--- config.mk ---
export PLATFORM = sky130hd
export DESIGN_NAME = game_ctrl
export DESIGN_NICKNAME = d
export VERILOG_FILES = /design/src/rtl/game_pkg.sv /design/src/rtl/game_ctrl_frame_timer.sv /design/src/rtl/game_ctrl.sv
export SDC_FILE = /design/constraint.sdc
export NUM_CORES = 1
export LEC_CHECK = 0
export BUFFER_PORTS_ARGS = -buffer_cell sky130_fd_sc_hd__buf_2
export CORE_MARGIN = 2
export CORE_UTILIZATION = 55
export DETAILED_ROUTE_END_ITERATION = 8
export GPL_TIMING_DRIVEN = 0
export PLACE_DENSITY_LB_ADDON = 0.15
export REMOVE_ABC_BUFFERS = 1
export SYNTH_ARGS = -nofsm -noshare
export SYNTH_HDL_FRONTEND = slang
export SYNTH_SLANG_ARGS = --single-unit
--- constraint.sdc ---
create_clock -name i_clk -period 2.35 [get_ports i_clk]
set_input_delay 0.1175 -clock i_clk [delete_from_list [all_inputs] [get_ports i_clk]]
set_output_delay 0.1175 -clock i_clk [all_outputs]
set_load 0.03 [all_outputs]
--- src/rtl/game_pkg.sv ---
// rtl/game_pkg.sv - shared state codes, key indices and sizing helper for game_ctrl
package game_pkg;

  typedef enum logic [2:0] {
    ST_TITLE    = 3'd0,
    ST_PLAY     = 3'd1,
    ST_DYING    = 3'd2,
    ST_GAMEOVER = 3'd3,
    ST_RESPAWN  = 3'd4,
    ST_CLEAR    = 3'd5
  } state_t;

  localparam int NUM_KEYS    = 4;
  localparam int KEY_RESTART = 3;

  // Counter width able to hold 0..n-1, never narrower than one bit
  function automatic int timer_w(input int n);
    return (n > 1) ? $clog2(n) : 1;
  endfunction

endpackage

--- src/rtl/game_ctrl_frame_timer.sv ---
// rtl/game_ctrl_frame_timer.sv - frame_tick-driven counter with clear, terminal-count flag and wrap
module game_ctrl_frame_timer #(
  parameter int LAST = 29,
  parameter int W    = 5
) (
  input  logic i_clk,
  input  logic i_rst_n,
  input  logic i_clr,
  input  logic i_tick,
  output logic o_tc
);

  logic [W-1:0] r_cnt;

  assign o_tc = (r_cnt == W'(LAST));

  always_ff @(posedge i_clk or negedge i_rst_n) begin
    if (!i_rst_n) begin
      r_cnt <= '0;
    end else if (i_clr) begin
      r_cnt <= '0;
    end else if (i_tick) begin
      r_cnt <= o_tc ? '0 : r_cnt + 1'b1;
    end
  end

endmodule

--- src/rtl/game_ctrl.sv ---
// rtl/game_ctrl.sv - game-flow sequencer: world enable, sprite re-init pulse, overlays, death count
module game_ctrl
  import game_pkg::*;
#(
  parameter int DEATH_FRAMES = 30,
  parameter int BLINK_FRAMES = 16,
  parameter int RESTART_KEY  = KEY_RESTART,
  parameter int CNT_W        = 10
) (
  input  logic                i_clk,
  input  logic                i_rst_n,
  input  logic                i_frame_tick,
  input  logic [NUM_KEYS-1:0] i_keys,
  input  logic                i_hit,
  input  logic                i_goal,
  output logic [2:0]          o_state,
  output logic                o_world_en,
  output logic                o_obj_rst,
  output logic                o_ovl_gameover,
  output logic                o_ovl_clear,
  output logic [CNT_W-1:0]    o_death_cnt
);

  localparam int DW = timer_w(DEATH_FRAMES);
  localparam int BW = timer_w(BLINK_FRAMES);

  state_t              r_state;
  state_t              w_next;
  logic [NUM_KEYS-1:0] r_keys_q;
  logic [NUM_KEYS-1:0] w_press;
  logic                w_restart;
  logic                w_dying_tc;
  logic                w_blink_tc;

  logic                r_world_en, r_obj_rst, r_ovl_go, r_ovl_clr;
  logic [CNT_W-1:0]    r_death_cnt;
  logic                w_world_en_d, w_obj_rst_d, w_ovl_go_d, w_ovl_clr_d;
  logic [CNT_W-1:0]    w_death_d;

  assign w_press   = i_keys & ~r_keys_q;
  assign w_restart = w_press[RESTART_KEY];

  // Timers are held clear outside their state, so entry always starts from zero
  game_ctrl_frame_timer #(.LAST(DEATH_FRAMES - 1), .W(DW)) u_death_timer (
    .i_clk   (i_clk),
    .i_rst_n (i_rst_n),
    .i_clr   (r_state != ST_DYING),
    .i_tick  (i_frame_tick),
    .o_tc    (w_dying_tc)
  );

  game_ctrl_frame_timer #(.LAST(BLINK_FRAMES - 1), .W(BW)) u_blink_timer (
    .i_clk   (i_clk),
    .i_rst_n (i_rst_n),
    .i_clr   (r_state != ST_GAMEOVER),
    .i_tick  (i_frame_tick),
    .o_tc    (w_blink_tc)
  );

  always_ff @(posedge i_clk or negedge i_rst_n) begin
    if (!i_rst_n) begin
      r_state  <= ST_TITLE;
      r_keys_q <= '0;
    end else begin
      r_state  <= w_next;
      r_keys_q <= i_keys;
    end
  end

  always_comb begin
    w_next = r_state;
    case (r_state)
      ST_TITLE:    if (|w_press) w_next = ST_RESPAWN;
      ST_RESPAWN:  if (i_frame_tick) w_next = ST_PLAY;
      ST_PLAY: begin
        if (i_hit)          w_next = ST_DYING;
        else if (i_goal)    w_next = ST_CLEAR;
        else if (w_restart) w_next = ST_RESPAWN;
      end
      ST_DYING:    if (i_frame_tick && w_dying_tc) w_next = ST_GAMEOVER;
      ST_GAMEOVER: if (w_restart) w_next = ST_RESPAWN;
      ST_CLEAR:    if (w_restart) w_next = ST_RESPAWN;
      default:     w_next = ST_TITLE;
    endcase
  end

  // Output values for the coming state, registered below so they track o_state
  always_comb begin
    w_world_en_d = (w_next == ST_PLAY);
    w_obj_rst_d  = (w_next == ST_RESPAWN) && (r_state != ST_RESPAWN);
    w_ovl_clr_d  = (w_next == ST_CLEAR);
    w_ovl_go_d   = 1'b0;
    if (w_next == ST_GAMEOVER) begin
      if (r_state != ST_GAMEOVER)          w_ovl_go_d = 1'b1;
      else if (i_frame_tick && w_blink_tc) w_ovl_go_d = ~r_ovl_go;
      else                                 w_ovl_go_d = r_ovl_go;
    end
    w_death_d = r_death_cnt;
    if (r_state == ST_PLAY && i_hit && r_death_cnt != {CNT_W{1'b1}}) begin
      w_death_d = r_death_cnt + 1'b1;
    end
  end

  always_ff @(posedge i_clk or negedge i_rst_n) begin
    if (!i_rst_n) begin
      r_world_en  <= 1'b0;
      r_obj_rst   <= 1'b0;
      r_ovl_go    <= 1'b0;
      r_ovl_clr   <= 1'b0;
      r_death_cnt <= '0;
    end else begin
      r_world_en  <= w_world_en_d;
      r_obj_rst   <= w_obj_rst_d;
      r_ovl_go    <= w_ovl_go_d;
      r_ovl_clr   <= w_ovl_clr_d;
      r_death_cnt <= w_death_d;
    end
  end

  assign o_state        = r_state;
  assign o_world_en     = r_world_en;
  assign o_obj_rst      = r_obj_rst;
  assign o_ovl_gameover = r_ovl_go;
  assign o_ovl_clear    = r_ovl_clr;
  assign o_death_cnt    = r_death_cnt;

endmodule

==> results of run 1 <==
[layer usage]
metal	track usage [%]	vias up	wire, µm
met4	8.64	0	31
met3	4.38	4	149
met2	29.4	37	1250
met5	0	-	0
li1	-	552	-
met1	25.8	538	1260
[sequential cells by signal, summed over array words and instances (netlist names)]
signal               count
u_death_timer.r_cnt      5
o_death_cnt             10
r_keys_q                 4
o_ovl_clear              1
o_ovl_gameover           1
o_state                  3
o_obj_rst                1
o_world_en               1
u_blink_timer.r_cnt      4
[power breakdown]
group	internal, mW	switching, mW
clock	0.113	0.154
sequential	0.598	0.141
combinational	0.237	0.338
total	0.947	0.632
[critical path, cell delays in order, from the launching register on]
cell and delay (ns):
dfrtp_1 0.43, ha_1 0.24, and4_1 0.24, a41oi_4 0.36, mux2_2 0.37
[per-stage QoR]
| stage | area [µm²] | cells | utilization (%) |
|---|---|---|---|
| CTS | 1760 | 198 | 64.9 |
| global placement | 1660 | 186 | 61.4 |
| floorplan | 1500 | 130 | - |
| finish | 1760 | 198 | 64.9 |
| detailed placement | 1660 | 186 | 61.4 |
| global route | 1760 | 198 | 64.9 |
[cells by family after synthesis]
group / count (synthesis) / share of synthesized area, %
xor gates and xnor gates: 12 / 6.86
AOI/OAI and AO/OA: 25 / 13.9
adders and majority gates: 4 / 3.27
muxes: 2 / 1.39
and+or+nand+nor: 50 / 21.8
DFF: 30 / 49.0
buffers and inverters: 11 / 3.76
[cell usage in the layout (no fill, tap or decap), types with 2 or more instances in the layout]
master	n
a21oi_1	4
and2_1	2
and3_1	4
and4_1	2
buf_2	25
clkbuf_1	2
clkbuf_4	5
dfrtp_1	30
dlygate4sd3_1	5
ha_1	4
inv_1	7
nand2_1	9
nand2b_1	2
nand3_1	3
nand4_1	6
nand4bb_1	2
nor2_1	7
nor2b_1	2
nor3_1	3
o21ai_0	4
o21ai_1	2
o21bai_1	2
o31ai_1	2
xnor2_1	9
xor2_1	3
[how the worst max path moves through the flow]
stage                     endpoint  slack, ns  cells after the start
finish              o_death_cnt[1]       0.59                      4
global route        o_death_cnt[1]       0.49                      4
CTS                 o_death_cnt[1]       0.60                      4
detailed placement  o_death_cnt[1]       0.61                      4
global placement    o_death_cnt[1]       0.63                      4
floorplan           o_death_cnt[1]       0.55                      4
[cell type report]
type,count,area (µm²)
Fill cell,218,951
Sequential cell,30,751
Multi-Input combinational cell,93,723
Timing Repair Buffer,30,175
Clock buffer,7,45.0
Tap cell,31,38.8
Inverter,7,26.3
==> results.yml, run 1 <==
run_status:
  status: "finished clean"
logic_synthesis:
  synth_cells: 134
  synth_area_leader_cell: "dfrtp_1"
  netlist.area_leader.share_pct: 49.0
  yosysUniqueCellTypes: 45
  ys.flop_type: "dfrtp_1"
  synth.most_common_cell: "dfrtp_1"
  synth-seq-cells: 30
  yosysSeqAreaShare_pct: 49.0
  netlist_top_cells_area: "dfrtp_1 (49%), xnor2_1 (5.1%), ha_1 (3.3%), nand4_1 (2.5%), nand2_1 (2.2%)"
  synth-async-reset-ratio_pct: 100
  avgSynthCellArea_um2: 11.4
  synth_edf_count: 0
  syn_area_mm2: 0.00153
  netlist_top_cells_count: "dfrtp_1 (30), nand2_1 (9), xnor2_1 (9)"
  yosysWarnings: 0
global_routing:
  grt_pass1_wl_mm: 4.80
  grt.overflow.total: 0
  grt_start_max_net_pins: 31
  grtUsageTotal_pct: 19.1
  first_global_vias: 1087
  antenna_found_initial: 0
placed_design:
  dpl_worst_slack_ns: 0.610
  gp_congestion: 0.879
  port_buffers: 25
  dp_hpwl_mm: 1.94
flow_run:
  cap_violations: 0
detailed_routing:
  wire_per_inst_um: 13.6
  drt_first_pass_iters: 4
  drt_iter0_markers: 39
  vias: 1131
  routed_wl_mm: 2.69
  drc: 0
  vias_per_cell: 5.71
  drtAntennaViolNets: 0
sta:
  fmax_mhz: 570
  setup_viol: 0
  hold_ws_ns: 0.178
  hold_viol: 0
  period_minus_slack_ns: 1.76
  drv_slew: 0
  fin_skew_ns: 0.00672
  setup_slack_ns: 0.595
  rsz0062_at_grt: "no"
  relSlewSlack_pct: 55.9
  min_period_over_period_pct: 74.7
  fin_setup_tns_ns: 0
  tightest_slew_ns: 0.661
power_and_ir_drop:
  p_leak_nw: 0.816
  ir_drop_v: 0.000774
  total_power_mw: 1.58
  power.density_mw_per_mm2: 898
floorplanning:
  die-area_mm2: 0.00322
  ioPinCount: 26
  die_y_um: 56.8
  num_rows: 19
  core-area_mm2: 0.00271
  start_util_pct: 56.5
  die_width_um: 56.8
clocking:
  cts_setup_buffers: 0
  cts_tree: "done"
  clockBufferDepth: 2
  cts.sinks: 30
  ctsResizeCount: 0
  ctsHoldBuffers: 5
  clockRootBuffer: "clkbuf_4"
  path_clk_slew_ns: 0.09
  clk_latency_ns: 0.31
  cts_htree_levels: 2
  numCtsBuffers: 5
worst_setup_path:
  rr_endpoint: "o_death_cnt[1]"
  arrival_ns: 1.95
  worst-r2r-setup-slack_ns: 0.59
  cp-startpoint: "o_death_cnt[0]"
  reg2reg_depth: 4
  start_kind: "register"
  setup.worst_path.end_class: "register"
  cp_max_fo: 10
  crit_type: "reg2reg"
  reg2reg_from: "o_death_cnt[0]"
  worstPathRequired_ns: 2.55
worst_hold_path:
  min-delay-start: "i_goal"
  holdPathStages: 3
  hold_end: "o_state[2]"
  min_path_type: "in2reg"
final_layout:
  area_delta_synth_final_pct: 14.9
  final_nets: 180
  insertedDiodeCount: 0
  final_layout_size_suffix_gt1_share_pct: 22.8
Note: power is estimated with default switching activity, not from simulation.
==> run 2, diff against run 1 <==
--- a/config.mk
+++ b/config.mk
@@ -5,9 +5,10 @@
 export SDC_FILE = /design/constraint.sdc
 export NUM_CORES = 1
 export LEC_CHECK = 0
+export ABC_AREA = 1
 export BUFFER_PORTS_ARGS = -buffer_cell sky130_fd_sc_hd__buf_2
 export CORE_MARGIN = 2
-export CORE_UTILIZATION = 55
+export CORE_UTILIZATION = 50
 export DETAILED_ROUTE_END_ITERATION = 8
 export GPL_TIMING_DRIVEN = 0
 export PLACE_DENSITY_LB_ADDON = 0.15
==> constraint.sdc (replaced) <==
create_clock -name i_clk -period 1.4 [get_ports i_clk]
set_input_delay 0.07 -clock i_clk [delete_from_list [all_inputs] [get_ports i_clk]]
set_output_delay 0.07 -clock i_clk [all_outputs]
set_load 0.03 [all_outputs]
==> run 2 against run 1 <==
Synthesized cell count grew 48%. Die area rose by 12%. Setup slack worse by 0.57 ns. Cell area increased by 18%. Flip-flop and latch count unchanged. Register-to-register slack worse by 0.57 ns. Fmax is 28% higher. Combinational power rose to 3.1 times the previous value. Non-clock buffer count increased by 14. Sequential power is 72% higher. Highest routed layer unchanged. Clock-buffer cell count shrank 1. Worst hold slack lost 0.094 ns.
==> results.yml, run 2 <==
run_status:
  status: "finished clean"
logic_synthesis:
  synth-async-reset-ratio_pct: 100
  netlist_top_cells_count: "nand2_1 (56), dfrtp_1 (30), nand3_1 (23)"
  synth_cells: 198
  synth-seq-cells: 30
  syn_area_mm2: 0.00157
  netlist_top_cells_area: "dfrtp_1 (48%), nand2_1 (13%), nand3_1 (7.3%), inv_1 (4.8%), nor2_1 (4.1%)"
  synth_edf_count: 0
  yosysWarnings: 0
  yosysSeqAreaShare_pct: 47.8
  synth_area_leader_cell: "dfrtp_1"
  netlist.area_leader.share_pct: 47.8
  yosysUniqueCellTypes: 23
  avgSynthCellArea_um2: 7.92
  ys.flop_type: "dfrtp_1"
  synth.most_common_cell: "nand2_1"
clocking:
  numCtsBuffers: 5
  clk_latency_ns: 0.33
  clockRootBuffer: "clkbuf_4"
  clockBufferDepth: 2
  cts_tree: "done"
  cts.sinks: 30
  path_clk_slew_ns: 0.08
  cts_htree_levels: 2
sta:
  drv_slew: 0
  relSlewSlack_pct: 55.4
  setup_slack_ns: 0.0245
  min_period_over_period_pct: 98.2
  period_minus_slack_ns: 1.38
  fin_skew_ns: 0.0114
  setup_viol: 0
  fmax_mhz: 727
  tightest_slew_ns: 0.669
  hold_viol: 0
  rsz0062_at_grt: "yes"
flow_run:
  cap_violations: 0
global_routing:
  antenna_found_initial: 0
  first_global_vias: 1296
  grt_start_max_net_pins: 31
  grtUsageTotal_pct: 20.6
  grt.overflow.total: 0
  grt_pass1_wl_mm: 5.46
detailed_routing:
  wire_per_inst_um: 11.6
  vias_per_cell: 5.04
  drt_first_pass_iters: 4
  routed_wl_mm: 3.38
  drt_iter0_markers: 50
  drc: 0
  drtAntennaViolNets: 0
  vias: 1467
power_and_ir_drop:
  combinationalPowerShare_pct: 50.0
  p_int_mw: 1.92
  p_sw_share_pct: 45.9
  ir_drop_v: 0.00133
  power.density_mw_per_mm2: 1710
  p_leak_nw: 1.03
  p_sw_mw: 1.63
  seqPwrFrac_pct: 35.8
  power_frac_clock_pct: 14.2
worst_setup_path:
  worst-path-buf-inv: 1
  arrival_ns: 1.63
  worstPathRequired_ns: 1.65
  cp_max_fo: 7
  setup.worst_path.end_class: "register"
  start_kind: "register"
  cp_slowest_cell: "dfrtp_2"
  cpLargestDelayFamily: "flip-flops"
  slowest_delay_ns: 0.43
  crit_type: "reg2reg"
  cp_cell_sequence: "ha_4 -> nand3_4 -> nor2_4 -> a21oi_4 -> buf_6 -> xor2_1"
final_layout:
  largest_reg_flops: 10
  layout.cells.non_filler: 291
  n_fill_cell: 242
  final_layout_size_suffix_gt1_share_pct: 33.2
  final_nets: 261
  layout_common_cells: "nand2_1 (50), dfrtp_1 (27), buf_2 (25)"
  layout_commonest_cell: "nand2_1"
  insertedDiodeCount: 0
  area_delta_synth_final_pct: 32.5
  post-route-cell-area_mm2: 0.00208
placed_design:
  dp_cells: 266
  port_buffers: 25
  dpl_worst_slack_ns: -0.255
  gp_congestion: 0.828
  placed_area_mm2: 0.00174
  dp_hpwl_mm: 2.20
floorplanning:
  core-area_mm2: 0.00303
  ioPinCount: 26
  die-area_mm2: 0.00360
  start_util_pct: 51.8
  die_y_um: 60.0
  die_width_um: 60.0
  num_rows: 20
worst_hold_path:
  min_path_type: "in2reg"
## run 2: cell types whose count changed after synthesis, sizes merged, moves of 3 or more
cell / delta
buf: -3
nand3: +20
and3: -4
nand4bb: -3
o21ai: +7
nor2: +12
inv: +19
xnor2: -7
nand4: -4
nand2: +49
xor2: +4
## run 2: cell families (layout without fill, tap and decap cells)
group / count (synthesis) / after routing / share of synthesized area (%)
AND/OR/NAND/NOR: 106 / 106 / 28.8
flip-flops: 30 / 30 / 47.8
buffers and inverters: 27 / 76 / 6.94
AO/OA/AOI/OAI: 22 / 22 / 8.21
XOR/XNOR: 9 / 9 / 5.02
adder cells (fa/ha/maj): 4 / 4 / 3.19
## run 2: worst paths after layout
kind | to | cells after the start | slack (ns) | start
worst max-delay path | o_death_cnt[0] | 6 | 0.02 | o_death_cnt[0]
worst min-delay path | o_state[1] | 3 | 0.08 | i_hit
worst max register to register | o_death_cnt[0] | 6 | 0.02 | o_death_cnt[0]
worst min register to register | u_blink_timer.r_cnt[0] | 1 | 0.53 | u_blink_timer.r_cnt[0]
max in group asynchronous | o_death_cnt[0] | 2 | 0.61 | i_rst_n
min in group asynchronous | o_death_cnt[2] | 2 | 0.29 | i_rst_n
## run 2: what timing repair did
item	4_1_cts	5_1_grt
pin swaps	1	9
hold buffers	5	0
endpoints found under the hold margin	34	0
buffers inserted	7	7
cloned	0	0
resized for setup	8	30
endpoints found under the setup margin	13	14
## run 2: layout make-up
class / instances / area [µm²] / area share, %
clock buffers: 6 / 51.3 / 2.47
inverters: 26 / 97.6 / 4.70
multi-input cells: 141 / 828 / 39.9
flip-flops and latches: 30 / 754 / 36.3
well taps: 44 / 55.1 / 2.65
repair buffers: 44 / 292 / 14.0
## run 2: worst min-delay path, stage by stage
cell and delay, ns:
buf_2 0.11, nand2_2 0.08, nand3_1 0.11
## run 2: power groups by stage
stage          Clock [mW]  Sequential [mW]  Combinational, mW
6_report            0.504             1.27               1.77
3_5_place_dp            0             1.27               1.29
4_1_cts             0.523             1.23               1.48
3_3_place_gp            0             1.26               1.27
2_1_floorplan           0             1.58              0.609
5_1_grt             0.555             1.30               1.92
## run 2: per-layer routing
metal / share of wire, % / global-route usage, % / vias to the layer above
li1: - / - / 732
met1: 44 / 24.9 / 700
met2: 50 / 34.0 / 28
met3: 4.0 / 6.06 / 7
met4: 2.2 / 8.89 / 0
met5: 0 / 0 / -
## run 2: stage by stage
step	hold slack, ns	util (%)	total power [mW]	setup TNS [ns]
CTS	0.0740	63.3	3.23	0
finish	0.0835	68.6	3.54	0
global placement	0.130	57.4	2.53	-1.48
global route	0.0985	68.6	3.77	-0.257
detailed placement	0.149	57.4	2.56	-1.96
floorplan	-0.226	-	2.19	-1.74
==> run 3, diff against run 2 <==
--- a/config.mk
+++ b/config.mk
@@ -7,12 +7,14 @@
 export LEC_CHECK = 0
 export ABC_AREA = 1
 export BUFFER_PORTS_ARGS = -buffer_cell sky130_fd_sc_hd__buf_2
+export CORE_ASPECT_RATIO = 0.6
 export CORE_MARGIN = 2
 export CORE_UTILIZATION = 50
 export DETAILED_ROUTE_END_ITERATION = 8
 export GPL_TIMING_DRIVEN = 0
 export PLACE_DENSITY_LB_ADDON = 0.15
 export REMOVE_ABC_BUFFERS = 1
+export SLEW_MARGIN = 15
 export SYNTH_ARGS = -nofsm -noshare
 export SYNTH_HDL_FRONTEND = slang
 export SYNTH_SLANG_ARGS = --single-unit
==> constraint.sdc (replaced) <==
create_clock -name i_clk -period 1.4 [get_ports i_clk]
set_input_delay 0.14 -clock i_clk [delete_from_list [all_inputs] [get_ports i_clk]]
set_output_delay 0.14 -clock i_clk [all_outputs]
set_load 0.03 [all_outputs]
==> run 3 against run 2 <==
Via count is 2.9% lower. Critical path depth rose by 2. Die area up 0.42%. Critical path type unchanged. Highest routed layer unchanged. Utilization increased by 1.3 points. Sequential share of layout area rose by 0.68 points. Power grew 2.9%. Clock power grew 42%. Flip-flop and latch count is the same. Wire length is 12% higher. Global-route usage increased by 2.0 points. Largest cell class unchanged. Cell count fell by 1.7%. Register-to-register slack barely moved.
==> results.yml, run 3 (synthesis results as in run 2) <==
sta:
  relSlewSlack_pct: 54.7
  hold_viol: 0
  setup_viol: 0
  fmax_mhz: 731
  period_minus_slack_ns: 1.37
  rsz0062_at_grt: "yes"
  tightest_slew_ns: 0.679
  hold_ws_ns: 0.229
  min_period_over_period_pct: 97.7
  drv_slew: 0
  fin_skew_ns: 0.00681
global_routing:
  first_global_vias: 1314
  antenna_found_initial: 0
  grt_start_max_net_pins: 31
  grt_pass1_wl_mm: 5.98
  grtUsageTotal_pct: 22.6
  grt.overflow.total: 0
worst_setup_path:
  start_kind: "register"
  arrival_ns: 1.55
  setup.worst_path.end_class: "register"
  cp_max_fo: 13
  worstPathRequired_ns: 1.58
  cp_cell_sequence: "ha_4 -> nand3_4 -> nor2_4 -> a21oi_4 -> buf_12 -> nand2_2 -> nand2_1 -> nand2_1"
  cp_common_cell: "nand2_1"
  worst-path-buf-inv: 1
  crit_type: "reg2reg"
  cp_slowest_cell: "dfrtp_2"
  cpLargestDelayFamily: "flip-flops"
  slowest_delay_ns: 0.44
placed_design:
  port_buffers: 25
  gp_congestion: 0.866
  placed_area_mm2: 0.00174
  dp_cells: 264
  dp_hpwl_mm: 2.61
floorplanning:
  die_width_um: 76.3
  die-area_mm2: 0.00362
  start_util_pct: 53.6
  die_y_um: 47.4
  core-area_mm2: 0.00293
  num_rows: 15
  ioPinCount: 26
power_and_ir_drop:
  power.density_mw_per_mm2: 1780
  p_sw_mw: 1.62
  seqPwrFrac_pct: 35.3
  p_leak_nw: 0.999
  total_power_mw: 3.65
  ir_drop_v: 0.00119
  power_frac_clock_pct: 19.6
  combinationalPowerShare_pct: 45.0
  p_sw_share_pct: 44.3
  p_int_mw: 2.03
clocking:
  clockRootBuffer: "clkbuf_8"
  numCtsBuffers: 5
  cts_tree: "done"
  path_clk_slew_ns: 0.07
  clk_latency_ns: 0.28
  clockBufferDepth: 2
  cts_htree_levels: 2
  cts.sinks: 30
final_layout:
  post-route-cell-area_mm2: 0.00205
  final_layout_size_suffix_gt1_share_pct: 29.1
  insertedDiodeCount: 0
  largest_reg_flops: 10
  layout_common_cells: "nand2_1 (53), buf_2 (25), dfrtp_1 (25)"
  final_nets: 256
  layout.cells.non_filler: 286
  area_delta_synth_final_pct: 30.5
  layout_commonest_cell: "nand2_1"
detailed_routing:
  drt_iter0_markers: 130
  vias: 1424
  routed_wl_mm: 3.78
  vias_per_cell: 4.98
  drt_first_pass_iters: 4
  wire_per_inst_um: 13.2
  drtAntennaViolNets: 0
  drc: 0
worst_hold_path:
  min_path_type: "in2reg"
flow_run:
  cap_violations: 0
run_status:
  status: "finished clean"
-- run 3: per-stage QoR --
step	TNS (ns)	utilization (%)	setup slack [ns]
global route	-0.121	69.9	-0.0378
floorplan	-1.74	-	-0.238
detailed placement	-2.17	59.3	-0.293
CTS	0	65.7	0.00169
finish	0	69.9	0.0329
global placement	-1.99	59.3	-0.276
-- run 3: repair_timing --
action / 4_1_cts / 5_1_grt
resized for setup: 5 / 20
gates cloned: 0 / 0
endpoints found under the setup margin: 13 / 15
pin swaps: 1 / 5
buffers inserted: 2 / 7
hold buffers: 5 / 0
hold endpoints to repair: 34 / 0
-- run 3: layer usage --
metal  track usage, %  vias up  routed length (µm)
li1                 -      718                   -
met4             5.45        0                  14
met2             35.9       42                1710
met1             31.5      662                1840
met3             6.54        2                 219
met5                0        -                   0
-- run 3: cell type report --
class                   count  area (µm²)
flip-flops and latches     30         757
repair buffers             39         255
clock inverters             1        5.00
multi-input cells         141         793
clock buffers               7        86.3
fillers                   235         881
well taps                  42        52.6
inverters                  26        97.6
-- run 3: path summary, 6_finish.rpt --
kind | from | end | depth (start not counted) | slack (ns)
worst min register to register | u_blink_timer.r_cnt[0] | u_blink_timer.r_cnt[0] | 1 | 0.54
worst min-delay path | i_frame_tick | u_blink_timer.r_cnt[2] | 3 | 0.23
worst max register to register | o_death_cnt[1] | o_death_cnt[2] | 8 | 0.03
max in group asynchronous | i_rst_n | u_death_timer.r_cnt[0] | 2 | 0.48
min in group asynchronous | i_rst_n | u_blink_timer.r_cnt[0] | 2 | 0.44
worst max-delay path | o_death_cnt[1] | o_death_cnt[2] | 8 | 0.03
-- run 3: power groups by stage --
stage	clock network [mW]	logic, mW	registers (mW)
after floorplan	0	0.609	1.58
after CTS	0.733	1.42	1.25
after global routing	0.768	1.79	1.32
after detailed placement	0	1.32	1.27
final	0.716	1.64	1.29
after global placement	0	1.29	1.26
-- run 3: tightest hold or removal path: stages --
cell and delay [ns]:
buf_2 0.13, a21oi_1 0.14, nor3_1 0.06
